==> src/rtl/mem_port_arbiter_if.sv <==
// Bundle of the fetch, load/store and unified memory port signals.
// slave modport: arbiter side; master modport: core/memory side.
interface mem_port_arbiter_if #(
    parameter int ADDR_W = 32,
    parameter int DATA_W = 32
);
    logic              if_req;
    logic [ADDR_W-1:0] if_addr;
    logic [DATA_W-1:0] if_rdata;
    logic              if_ack;

    logic              d_req;
    logic              d_we;
    logic [ADDR_W-1:0] d_addr;
    logic [DATA_W-1:0] d_wdata;
    logic [1:0]        d_size;
    logic              d_ext_sign;
    logic [DATA_W-1:0] d_rdata;
    logic              d_ack;
    logic              d_err;

    logic              mem_req;
    logic              mem_we;
    logic [ADDR_W-1:0] mem_addr;
    logic [DATA_W-1:0] mem_wdata;
    logic [3:0]        mem_be;
    logic [DATA_W-1:0] mem_rdata;
    logic              mem_ready;

    logic              stall;

    modport slave (
        input  if_req, if_addr, d_req, d_we, d_addr, d_wdata, d_size, d_ext_sign,
               mem_rdata, mem_ready,
        output if_rdata, if_ack, d_rdata, d_ack, d_err,
               mem_req, mem_we, mem_addr, mem_wdata, mem_be, stall
    );

    modport master (
        output if_req, if_addr, d_req, d_we, d_addr, d_wdata, d_size, d_ext_sign,
               mem_rdata, mem_ready,
        input  if_rdata, if_ack, d_rdata, d_ack, d_err,
               mem_req, mem_we, mem_addr, mem_wdata, mem_be, stall
    );
endinterface

==> src/rtl/mem_port_arbiter.sv <==
// Unified memory port arbiter: data has fixed priority over fetch, one
// outstanding access at a time, variable-latency mem_ready handshake,
// byte-enable / store-lane generation and load alignment + extension.
// Optional macro MISALIGN_TRAP_EN: misaligned data accesses are answered
// immediately with d_err and never reach memory.
module mem_port_arbiter #(
    parameter int ADDR_W = 32,
    parameter int DATA_W = 32
) (
    input  logic               clk,
    input  logic               rst_n,
    mem_port_arbiter_if.slave  bus
);

    localparam logic [1:0] S_IDLE = 2'd0;
    localparam logic [1:0] S_BUSY = 2'd1;
    localparam logic [1:0] S_RESP = 2'd2;

    logic [1:0] r_state;
    logic       r_gnt_d;
    logic [1:0] r_lane;
    logic [1:0] r_size;
    logic       r_sign;

    logic [1:0] w_lane;
    logic       w_misalign;

    // Lane actually used: low address bits that don't fit the size are dropped
    function automatic logic [1:0] f_lane(input logic [1:0] a, input logic [1:0] size);
        case (size)
            2'b00:   return a;
            2'b01:   return {a[1], 1'b0};
            default: return 2'b00;
        endcase
    endfunction

    function automatic logic [3:0] f_be(input logic [1:0] lane, input logic [1:0] size);
        case (size)
            2'b00:   return 4'b0001 << lane;
            2'b01:   return lane[1] ? 4'b1100 : 4'b0011;
            default: return 4'b1111;
        endcase
    endfunction

    function automatic logic [DATA_W-1:0] f_wrep(input logic [DATA_W-1:0] w, input logic [1:0] size);
        case (size)
            2'b00:   return {4{w[7:0]}};
            2'b01:   return {2{w[15:0]}};
            default: return w;
        endcase
    endfunction

    function automatic logic [DATA_W-1:0] f_load(input logic [DATA_W-1:0] rd, input logic [1:0] lane,
                                                 input logic [1:0] size, input logic sgn);
        logic [DATA_W-1:0] sh;
        sh = rd >> {lane, 3'b000};
        case (size)
            2'b00:   return sgn ? {{24{sh[7]}}, sh[7:0]} : {24'h0, sh[7:0]};
            2'b01:   return sgn ? {{16{sh[15]}}, sh[15:0]} : {16'h0, sh[15:0]};
            default: return rd;
        endcase
    endfunction

    assign w_lane = f_lane(bus.d_addr[1:0], bus.d_size);

`ifdef MISALIGN_TRAP_EN
    assign w_misalign = ((bus.d_size == 2'b01) & bus.d_addr[0]) |
                        (bus.d_size[1] & (bus.d_addr[1:0] != 2'b00));
`else
    assign w_misalign = 1'b0;
`endif

    // Core is held off while either requester is waiting for its ack
    assign bus.stall = (bus.if_req & ~bus.if_ack) | (bus.d_req & ~bus.d_ack);

    // Arbitration FSM and all registered memory / response outputs
    always_ff @(posedge clk or negedge rst_n) begin
        if (!rst_n) begin
            r_state       <= S_IDLE;
            r_gnt_d       <= 1'b0;
            r_lane        <= 2'b00;
            r_size        <= 2'b00;
            r_sign        <= 1'b0;
            bus.mem_req   <= 1'b0;
            bus.mem_we    <= 1'b0;
            bus.mem_addr  <= '0;
            bus.mem_wdata <= '0;
            bus.mem_be    <= 4'b0000;
            bus.if_ack    <= 1'b0;
            bus.d_ack     <= 1'b0;
            bus.d_err     <= 1'b0;
            bus.if_rdata  <= '0;
            bus.d_rdata   <= '0;
        end else begin
            case (r_state)
                S_IDLE: begin
                    if (bus.d_req) begin
                        r_gnt_d <= 1'b1;
                        r_lane  <= w_lane;
                        r_size  <= bus.d_size;
                        r_sign  <= bus.d_ext_sign;
                        if (w_misalign) begin
                            // Trap: answer straight away, memory is never touched
                            bus.d_ack   <= 1'b1;
                            bus.d_err   <= 1'b1;
                            bus.d_rdata <= '0;
                            r_state     <= S_RESP;
                        end else begin
                            bus.mem_req   <= 1'b1;
                            bus.mem_we    <= bus.d_we;
                            bus.mem_addr  <= {bus.d_addr[ADDR_W-1:2], 2'b00};
                            bus.mem_wdata <= f_wrep(bus.d_wdata, bus.d_size);
                            bus.mem_be    <= f_be(w_lane, bus.d_size);
                            r_state       <= S_BUSY;
                        end
                    end else if (bus.if_req) begin
                        r_gnt_d       <= 1'b0;
                        bus.mem_req   <= 1'b1;
                        bus.mem_we    <= 1'b0;
                        bus.mem_addr  <= {bus.if_addr[ADDR_W-1:2], 2'b00};
                        bus.mem_be    <= 4'b1111;
                        r_state       <= S_BUSY;
                    end
                end
                S_BUSY: begin
                    if (bus.mem_ready) begin
                        bus.mem_req <= 1'b0;
                        bus.mem_we  <= 1'b0;
                        if (r_gnt_d) begin
                            bus.d_rdata <= f_load(bus.mem_rdata, r_lane, r_size, r_sign);
                            bus.d_ack   <= 1'b1;
                        end else begin
                            bus.if_rdata <= bus.mem_rdata;
                            bus.if_ack   <= 1'b1;
                        end
                        r_state <= S_RESP;
                    end
                end
                S_RESP: begin
                    bus.if_ack <= 1'b0;
                    bus.d_ack  <= 1'b0;
                    bus.d_err  <= 1'b0;
                    r_state    <= S_IDLE;
                end
                default: r_state <= S_IDLE;
            endcase
        end
    end

endmodule

==> src/flat_wrapper.sv <==
// flat-port wrapper written by rule: the top's interface ports become plain ports
module mem_port_arbiter_flat 
#(
    parameter int ADDR_W = 32,
    parameter int DATA_W = 32
)
  (clk, rst_n, bus_if_req, bus_if_addr, bus_d_req, bus_d_we, bus_d_addr, bus_d_wdata, bus_d_size, bus_d_ext_sign, bus_mem_rdata, bus_mem_ready, bus_if_rdata, bus_if_ack, bus_d_rdata, bus_d_ack, bus_d_err, bus_mem_req, bus_mem_we, bus_mem_addr, bus_mem_wdata, bus_mem_be, bus_stall);
  mem_port_arbiter_if #(.ADDR_W(ADDR_W), .DATA_W(DATA_W)) bus_i ();
  input  logic clk;
  input  logic rst_n;
  input wire logic [$bits(bus_i.if_req)-1:0] bus_if_req;
  input wire logic [$bits(bus_i.if_addr)-1:0] bus_if_addr;
  input wire logic [$bits(bus_i.d_req)-1:0] bus_d_req;
  input wire logic [$bits(bus_i.d_we)-1:0] bus_d_we;
  input wire logic [$bits(bus_i.d_addr)-1:0] bus_d_addr;
  input wire logic [$bits(bus_i.d_wdata)-1:0] bus_d_wdata;
  input wire logic [$bits(bus_i.d_size)-1:0] bus_d_size;
  input wire logic [$bits(bus_i.d_ext_sign)-1:0] bus_d_ext_sign;
  input wire logic [$bits(bus_i.mem_rdata)-1:0] bus_mem_rdata;
  input wire logic [$bits(bus_i.mem_ready)-1:0] bus_mem_ready;
  output wire logic [$bits(bus_i.if_rdata)-1:0] bus_if_rdata;
  output wire logic [$bits(bus_i.if_ack)-1:0] bus_if_ack;
  output wire logic [$bits(bus_i.d_rdata)-1:0] bus_d_rdata;
  output wire logic [$bits(bus_i.d_ack)-1:0] bus_d_ack;
  output wire logic [$bits(bus_i.d_err)-1:0] bus_d_err;
  output wire logic [$bits(bus_i.mem_req)-1:0] bus_mem_req;
  output wire logic [$bits(bus_i.mem_we)-1:0] bus_mem_we;
  output wire logic [$bits(bus_i.mem_addr)-1:0] bus_mem_addr;
  output wire logic [$bits(bus_i.mem_wdata)-1:0] bus_mem_wdata;
  output wire logic [$bits(bus_i.mem_be)-1:0] bus_mem_be;
  output wire logic [$bits(bus_i.stall)-1:0] bus_stall;
  assign bus_i.if_req = bus_if_req;
  assign bus_i.if_addr = bus_if_addr;
  assign bus_i.d_req = bus_d_req;
  assign bus_i.d_we = bus_d_we;
  assign bus_i.d_addr = bus_d_addr;
  assign bus_i.d_wdata = bus_d_wdata;
  assign bus_i.d_size = bus_d_size;
  assign bus_i.d_ext_sign = bus_d_ext_sign;
  assign bus_i.mem_rdata = bus_mem_rdata;
  assign bus_i.mem_ready = bus_mem_ready;
  assign bus_if_rdata = bus_i.if_rdata;
  assign bus_if_ack = bus_i.if_ack;
  assign bus_d_rdata = bus_i.d_rdata;
  assign bus_d_ack = bus_i.d_ack;
  assign bus_d_err = bus_i.d_err;
  assign bus_mem_req = bus_i.mem_req;
  assign bus_mem_we = bus_i.mem_we;
  assign bus_mem_addr = bus_i.mem_addr;
  assign bus_mem_wdata = bus_i.mem_wdata;
  assign bus_mem_be = bus_i.mem_be;
  assign bus_stall = bus_i.stall;
  mem_port_arbiter #(.ADDR_W(ADDR_W), .DATA_W(DATA_W)) u_core (.clk(clk), .rst_n(rst_n), .bus(bus_i));
endmodule
==> config.mk <==
export PLATFORM = sky130hd
export DESIGN_NAME = mem_port_arbiter_flat
export DESIGN_NICKNAME = d
export VERILOG_FILES = /design/src/rtl/mem_port_arbiter_if.sv /design/src/rtl/mem_port_arbiter.sv /design/src/flat_wrapper.sv
export SDC_FILE = /design/constraint.sdc
export NUM_CORES = 1
export LEC_CHECK = 0
export CORE_MARGIN = 2
export CORE_UTILIZATION = 45
export CTS_CLUSTER_SIZE = 28
export DETAILED_ROUTE_END_ITERATION = 8
export PLACE_DENSITY = 0.89
export SYNTH_ARGS = -nofsm -noshare
export SYNTH_HDL_FRONTEND = slang
export SYNTH_SLANG_ARGS = --single-unit
==> constraint.sdc <==
create_clock -name clk -period 4.48 [get_ports clk]
set_input_delay 0.896 -clock clk [delete_from_list [all_inputs] [get_ports clk]]
set_output_delay 0.896 -clock clk [all_outputs]
set_load 0.005 [all_outputs]
# Word-level counts from Yosys, hierarchy flattened
# Cells that the tools add are included.
classes:
  n_bitwise: 6
  mux: 29
  shift: 2
  n_reduce_logical: 14
  eq_ne: 8
ops:
  columns: ["cell", "count"]
  rows:
  - ["32-bit 2-to-1 mux", 4]
  - ["32-bit one-hot mux with 2 select lines", 2]
  - ["32-bit by 5-bit >> shifter with 16-bit output", 1]
  - ["3-bit AND reduction", 5]
  - ["4-bit 2-to-1 mux", 3]
  - ["1-bit 2-to-1 mux", 10]
  - ["1-bit one-hot mux with 2 select lines", 4]
  - ["2-bit one-hot mux with 2 select lines", 2]
  - ["4-bit one-hot mux with 2 select lines", 1]
  - ["2-bit by 1-bit == test with 1-bit output (second input constant)", 3]
  - ["2-bit logical NOT", 3]
  - ["2-bit 2-to-1 mux", 3]
  - ["2-bit AND reduction", 3]
  - ["2-bit nonzero test", 3]
  - ["2-bit inequality test (second input constant)", 2]
  - ["1-bit by 2-bit << shifter with 4-bit output (first input constant)", 1]
  - ["3-bit inequality test (second input constant)", 1]
  - ["1-bit NOT", 3]
  - ["1-bit AND", 2]
  - ["2-bit == test (second input constant)", 1]
  - ["2-bit by 1-bit inequality test with 1-bit output (second input constant)", 1]
  - ["1-bit bitwise OR", 1]
word_totals:
  out_inout_bits: 138
  regBits: 144
  in_bits: 137
  elab_cells: 73

# Depth between registers and ports, before layout
logic_depth:
  ltp_word: 5
  mapped_depth: 7
  ltp_nobuf: 4

# Worst setup path after synthesis
# Ideal clock, no wire load.
synth_path:
  path_kind: "in2out"
  from: "input bus_d_req"
  to: "output bus_stall"
  t_arrival_ns: 1.203
  n_path_buf: 1
  slack_ns: 2.381
  cell_stages: 3
  required_ns: 3.584
  cell_sequence: "buf_2 -> inv_1 -> o22ai_1"
synth_via:
  elab_chain_len: 2
synth_rtl:
  columns: ["item", "line_no", "rtl"]
  rows:
  - ["start: declaration", "flat_wrapper.sv:13", "input wire logic [$bits(bus_i.d_req)-1:0] bus_d_req;"]
  - ["1-bit AND", "mem_port_arbiter.sv:74", "assign bus.stall = (bus.if_req & ~bus.if_ack) | (bus.d_req & ~bus.d_ack);"]
  - ["1-bit bitwise OR", "mem_port_arbiter.sv:74", null]
  - ["end: declaration", "flat_wrapper.sv:31", "output wire logic [$bits(bus_i.stall)-1:0] bus_stall;"]
# Every way passes these cells.

# Worst setup path after layout
layout_path:
  from: "input bus_if_req"
  to: "output bus_stall"
layout_via:
  elab_chain_len: 2
layout_rtl:
  columns: ["item", "line_no", "rtl"]
  rows:
  - ["start: declaration", "flat_wrapper.sv:11", "input wire logic [$bits(bus_i.if_req)-1:0] bus_if_req;"]
  - ["1-bit AND", "mem_port_arbiter.sv:74", null]
  - ["1-bit bitwise OR", "mem_port_arbiter.sv:74", null]
# Every way passes these cells.

==> impl_results.md <==
* Global-route wire length before repair at 30.3 mm
* DP Cell Count at ~1100
* Reg2Reg Launch Point: u_core.r_lane[1]
* MaxCap Viol Count at 0
* Critical Path Fanout Max at 2
* EDFF count, synth at 0
* H-tree levels at 4
* Most frequent cells in the layout: clkdlybuf4s50_1 (267), dfrtp_1 (142), nand2_1 (95)
* # setup viols final at 0
* CTS tree: done
* Row cnt at 44
* Detailed Route Iter0 Violations at 426
* Initial Util at 0.458
* Pre-CTS WS at ~1500 ps
* Main combinational cell family by area after synthesis: multiplexers
* Critical path class: in -> out
* Hold Path Class: reg -> reg
* Final hold violations at 0
* Post-Synth XOR/XNOR Area at 0.00133
* Cells after Synth at 650
* Area delta synth->final at 51.0%
* Asr flop ratio synth at 1.00
* Vias in the first global route at 5785
* R2R depth at 4
* CTS root buf: clkbuf_16
* Max Slew Vio Count at 0
* Core ar. at 14400 µm²
* Sequential-to-total area share from yosys stat at 0.538
* Multiplexer area fraction after synthesis at 0.154
* Hold Startpoint: u_core.bus.mem_wdata[7]
* Normalized max-slew margin at 0.357
* CP Launch Type: input port
* Vias at approximately 5700
* Max Fclk at 329 MHz
* All-Layer GR Usage at 0.244
* Leak at 4.38 nW
* IO Port Bufs at 269
* RSZ-0062 raised after global routing: false
* Status: finished, final reports clean
* Synth area leader: dfrtp_1
* Final worst slack at 1440 ps
* Syn Area/Cell at 10.2 µm²
* Period minus WS final at 3040 ps
* Routed length per instance at 17.1 µm
* Routed Antenna Nets at 0
* Compound-Gate Fraction of Synth Area at 0.122
* Final setup TNS at 0 ps
* Req. time, crit path at 3580 ps
* Commonest non-fill, non-tap cell in the layout: clkdlybuf4s50_1
* WHS Endpoint: u_core.bus.mem_wdata[7]
* Layout cells sized above 1 at 0.0943
* Main flop type after synthesis: dfrtp_1
* Synth warn at 0
* Yosys cell types at 40
* Critical R2R Capture: u_core.bus.d_rdata[27]
* Gpl congestion at 0.850
* Initial antenna violation count at 0
* Worst Tran Pin Value at 962 ps
* Final cell utilization of the core at 0.692
* Clk_skew at 10.2 ps
* Synth top area cells: dfrtp_1 (54%), mux2i_1 (9.4%), nand2_1 (5.4%)
* Crit. End Element: output port
* Die area at 15700 µm²
* GRT overflow at 0
* Die width at 125 µm
* PD cells at 660 nW/µm²
* Final period util at 0.679
* Post-synthesis register bit count at 142
* Die Y at around 130 µm
* Largest net degree at the start of global routing at a little over 100
* Top-area cell type share of the netlist area at 0.538
* Clock slew at reported path FFs at approximately 60 ps
* Post-CTS Setup Bufs at 0
* Routed wire length at 18.7 mm
* Number of remaining DRC errors at 0
* Register-to-register setup slack at 2110 ps
* Syn Std Cell Area at 6610 µm²
* Post-CTS Hold Buffers at 0
* Clk sink count at approximately 140
* Non-Filler Instances at 1096
* Hold Path Depth at 2
* Nets@finish at 1036
* Dpl hpwl at 13.5 mm
* Peak VDD IR at ~0.00027 V
* # diodes at 0
* Number of CTS-inserted buffers at 17
* Simple-gate share of the synthesized area at 0.134
* Adder-cell share of the synthesized area at 0
* Arrival @ worst endpoint at between 2000 and 2500 ps
* Worst-Skew Late Latency at 420 ps
* Initial DRT Pass Iterations at 5
* # IOs at 275
* Avg Vias per Cell at ~5.2
* Max clock buf depth at 2
* Post_cts resized at 0
## registers in the layout (all words and copies together) (netlist names)
name / cells
u_core.bus.d_ack: 1
u_core.bus.mem_wdata: 32
u_core.bus.mem_req: 1
u_core.r_lane: 2
u_core.bus.d_rdata: 32
u_core.bus.if_rdata: 32
u_core.bus.mem_we: 1
u_core.bus.mem_addr: 30
u_core.bus.mem_be: 4
u_core.r_size: 2
u_core.r_gnt_d: 1
u_core.r_state: 2
u_core.r_sign: 1
u_core.bus.if_ack: 1
## per-stage QoR
| step | cell area, µm² | total power [mW] | hold slack, ps |
|---|---|---|---|
| floorplan | 6610 | 3.47 | 470 |
| global placement | 9340 | 5.00 | 459 |
| detailed placement | 9340 | 5.09 | 462 |
| CTS | 9980 | 6.64 | 477 |
| global route | 9980 | 7.01 | 504 |
| finish | 9980 | 6.58 | 472 |
## layout make-up
type	instances	area, µm²
Fill cell	1104	4450
Sequential cell	142	3550
Timing Repair Buffer	278	2760
Multi-Input combinational cell	444	2740
Clock buffer	19	453
Tap cell	184	230
Clock inverter	13	185
Inverter	16	60.1
## synth_stat cells, types with 3 or more instances
cell type	instances
dfrtp_1	142
nand2_1	95
a21oi_1	71
mux2i_1	62
nor2_1	52
o21ai_0	49
nand3_1	33
mux2_2	31
buf_2	21
clkbuf_1	16
inv_1	16
a21o_1	9
nand2b_1	7
buf_4	5
buf_6	5
o22ai_1	4
buf_1	3
nor2b_1	3
## power by group
group | total, mW | internal [mW] | leakage, nW | switching [mW]
logic | 2.74 | 1.62 | 2.38 | 1.12
registers | 2.33 | 1.91 | 1.70 | 0.421
clock network | 1.52 | 0.963 | 0.298 | 0.554
## how the worst max path moves through the flow
stage                      to  slack [ps]        from  cells past startpoint
global route        bus_stall        1420  bus_if_req                      4
finish              bus_stall        1440  bus_if_req                      4
floorplan           bus_stall        2380   bus_d_req                      3
detailed placement  bus_stall        1460  bus_if_req                      4
global placement    bus_stall        1470  bus_if_req                      4
CTS                 bus_stall        1440  bus_if_req                      4
## per-layer routing
layer | share of wire | up-vias | track usage | wire, µm
met5 | 0 | - | 0 | 0
met4 | 0.026 | 0 | 0.0974 | 494
met3 | 0.088 | 33 | 0.0869 | 1650
met2 | 0.48 | 248 | 0.396 | 9020
met1 | 0.40 | 2652 | 0.300 | 7580
li1 | - | 2723 | - | -
## critical path: stages
cell	delay, ps
clkdlybuf4s50_1	480
inv_1	70
o22ai_1	160
clkdlybuf4s50_1	540
## cell families (layout without fill, tap and decap cells)
family / count (synthesis) / in the layout
simple gates: 202 / 202
xor+xnor: 1 / 1
buf+inv: 66 / 326
flops: 142 / 142
mux: 96 / 96
compound gates: 142 / 142
other cells: 1 / 3
No activity file was read; power rests on OpenSTA's default activity.
==> variant: new RTL, config.mk and constraints unchanged <==
The option `MISALIGN_TRAP_EN` is turned on by a define.
--- a/src/rtl/mem_port_arbiter.sv
+++ b/src/rtl/mem_port_arbiter.sv
@@ -5,2 +5,4 @@
 // immediately with d_err and never reach memory.
+`define MISALIGN_TRAP_EN
+
 module mem_port_arbiter #(
Behaviour: not the same (Yosys sat finds a counterexample within 4 cycles, from zero or initial values and one cycle with rst_n low).
==> variant against the unedited design <==
Power fell by 3.8%. Area after synthesis is 0.85% lower. Register-to-register slack worse by 0.23 ns. Final area shrank 0.25%. Routed wire length increased by 3.2%. Global-route usage increased by 0.92 points. Die area is 0.83% lower. Setup slack worse by 0.19 ns. Sequential share of layout area is 0.34 points higher. Sequential cell count rose by 1. Clock power shrank 12%. Critical path depth unchanged. Fmax shrank 5.9%. Highest routed layer unchanged.
==> variant: results (changes against the unedited design) <==
[global_routing]
use_met1 = 0.307  ; +0.00692
grt_pass1_vias = 5646  ; -2.4%
grt_max_degree = 74  ; -27%
use_met2 = 0.422  ; +0.0259
track_usage = 0.253  ; +0.00916
grt_pass1_wl_um = 30700  ; +1.4%

[setup_path]
r2r_start = u_core.r_state[0]
path_max_fanout = 4  ; +2
rrSetupSlack_ns = 1.88  ; -0.23 ns
slowest_delay_ns = 0.57  ; +0.03 ns
timing.rr.end = u_core.bus.d_rdata[23]
cp_data_arrival_time_ns = 2.34  ; +0.19 ns

[worst_hold_path]
min_to = u_core.bus.d_rdata[1]
min_from = u_core.bus.d_rdata[1]
hold_depth = 2  ; unchanged

[yosys]
ys_seq_area_frac = 0.546  ; +0.00844
synth_compound_area_frac = 0.163  ; +0.0404
ys_types = 49  ; +23%
ys_top_cells_by_count = dfrtp_1, nand2_1, o21ai_0
yosys-top-cells-area = dfrtp_1, mux2i_1, mux2_2

[detailed_routing]
met2_length_um = 9640  ; +6.9%
vias_per_cell = 5.43  ; +5.3%
drtPass1Iterations = 4  ; -1
wl_per_cell_um = 18.8  ; +9.8%
m1WireLength_um = 7520  ; -0.82%
drtIter0Drc = 366  ; -14%

[sta]
timing.slew.headroom = 0.318  ; -0.0391
holdWs_ns = 0.462  ; -0.00942 ns
fin_skew_ns = 0.00433  ; -0.00588 ns
fmax_mhz = 309  ; -5.9%

[status]
status = finished clean

[placed_design]
portBuffers = 270  ; +0.37%
pre_cts_slack_ns = 1.01  ; -0.446 ns
place_hpwl_um = 14200  ; +5.0%
gp_congestion = 0.852  ; +0.21%

[power_and_ir_drop]
power_switching_share = 0.314  ; -0.00377
total_power_uw = 6330  ; -3.8%
powerClk_uw = 1340  ; -12%
irDropWorstVdd_mv = 0.355  ; +32%

[cts]
path_clk_slew_ns = 0.06  ; about the same
cts_max_level = 4  ; unchanged

[layout]
drive_gt1_frac = 0.124  ; +0.0298
fill_cells = 1044  ; -5.4%

## variant: cell count changes in the layout (fill, tap and decap cells not counted), moves of 9 or more
cell       before  now
a21oi_1        71   12
a221o_2         0   10
a2bb2oi_1       0   18
inv_1          16    7
mux2_2         31   43
nand2_1        95   83
nand3_1        33    1
nor2_1         52   17
o21ai_0        49   66
## variant: area by class of cell
class                      count  area (um2)  area share
inverter                       7        26.3     0.00264
multi-input combinational    384        2790       0.280
timing repair buffer         280        2770       0.279
clock inverter                13         113      0.0113
tap                          184         230      0.0231
clock buffer                  19         443      0.0445
sequential                   143        3580       0.360
## variant: per-stage QoR
| stage | cells | instance area, um2 |
|---|---|---|
| after floorplan | 578 | 6550 |
| after global placement | 998 | 9400 |
| after detailed placement | 998 | 9400 |
| after CTS | 1030 | 9950 |
| after global routing | 1030 | 9950 |
| final | 1030 | 9950 |
## variant: cell families after synthesis
kind of cell | after synthesis
simple gates | 126
compound gates | 150
other cells | 1
flops | 143
buf+inv | 51
mux | 106
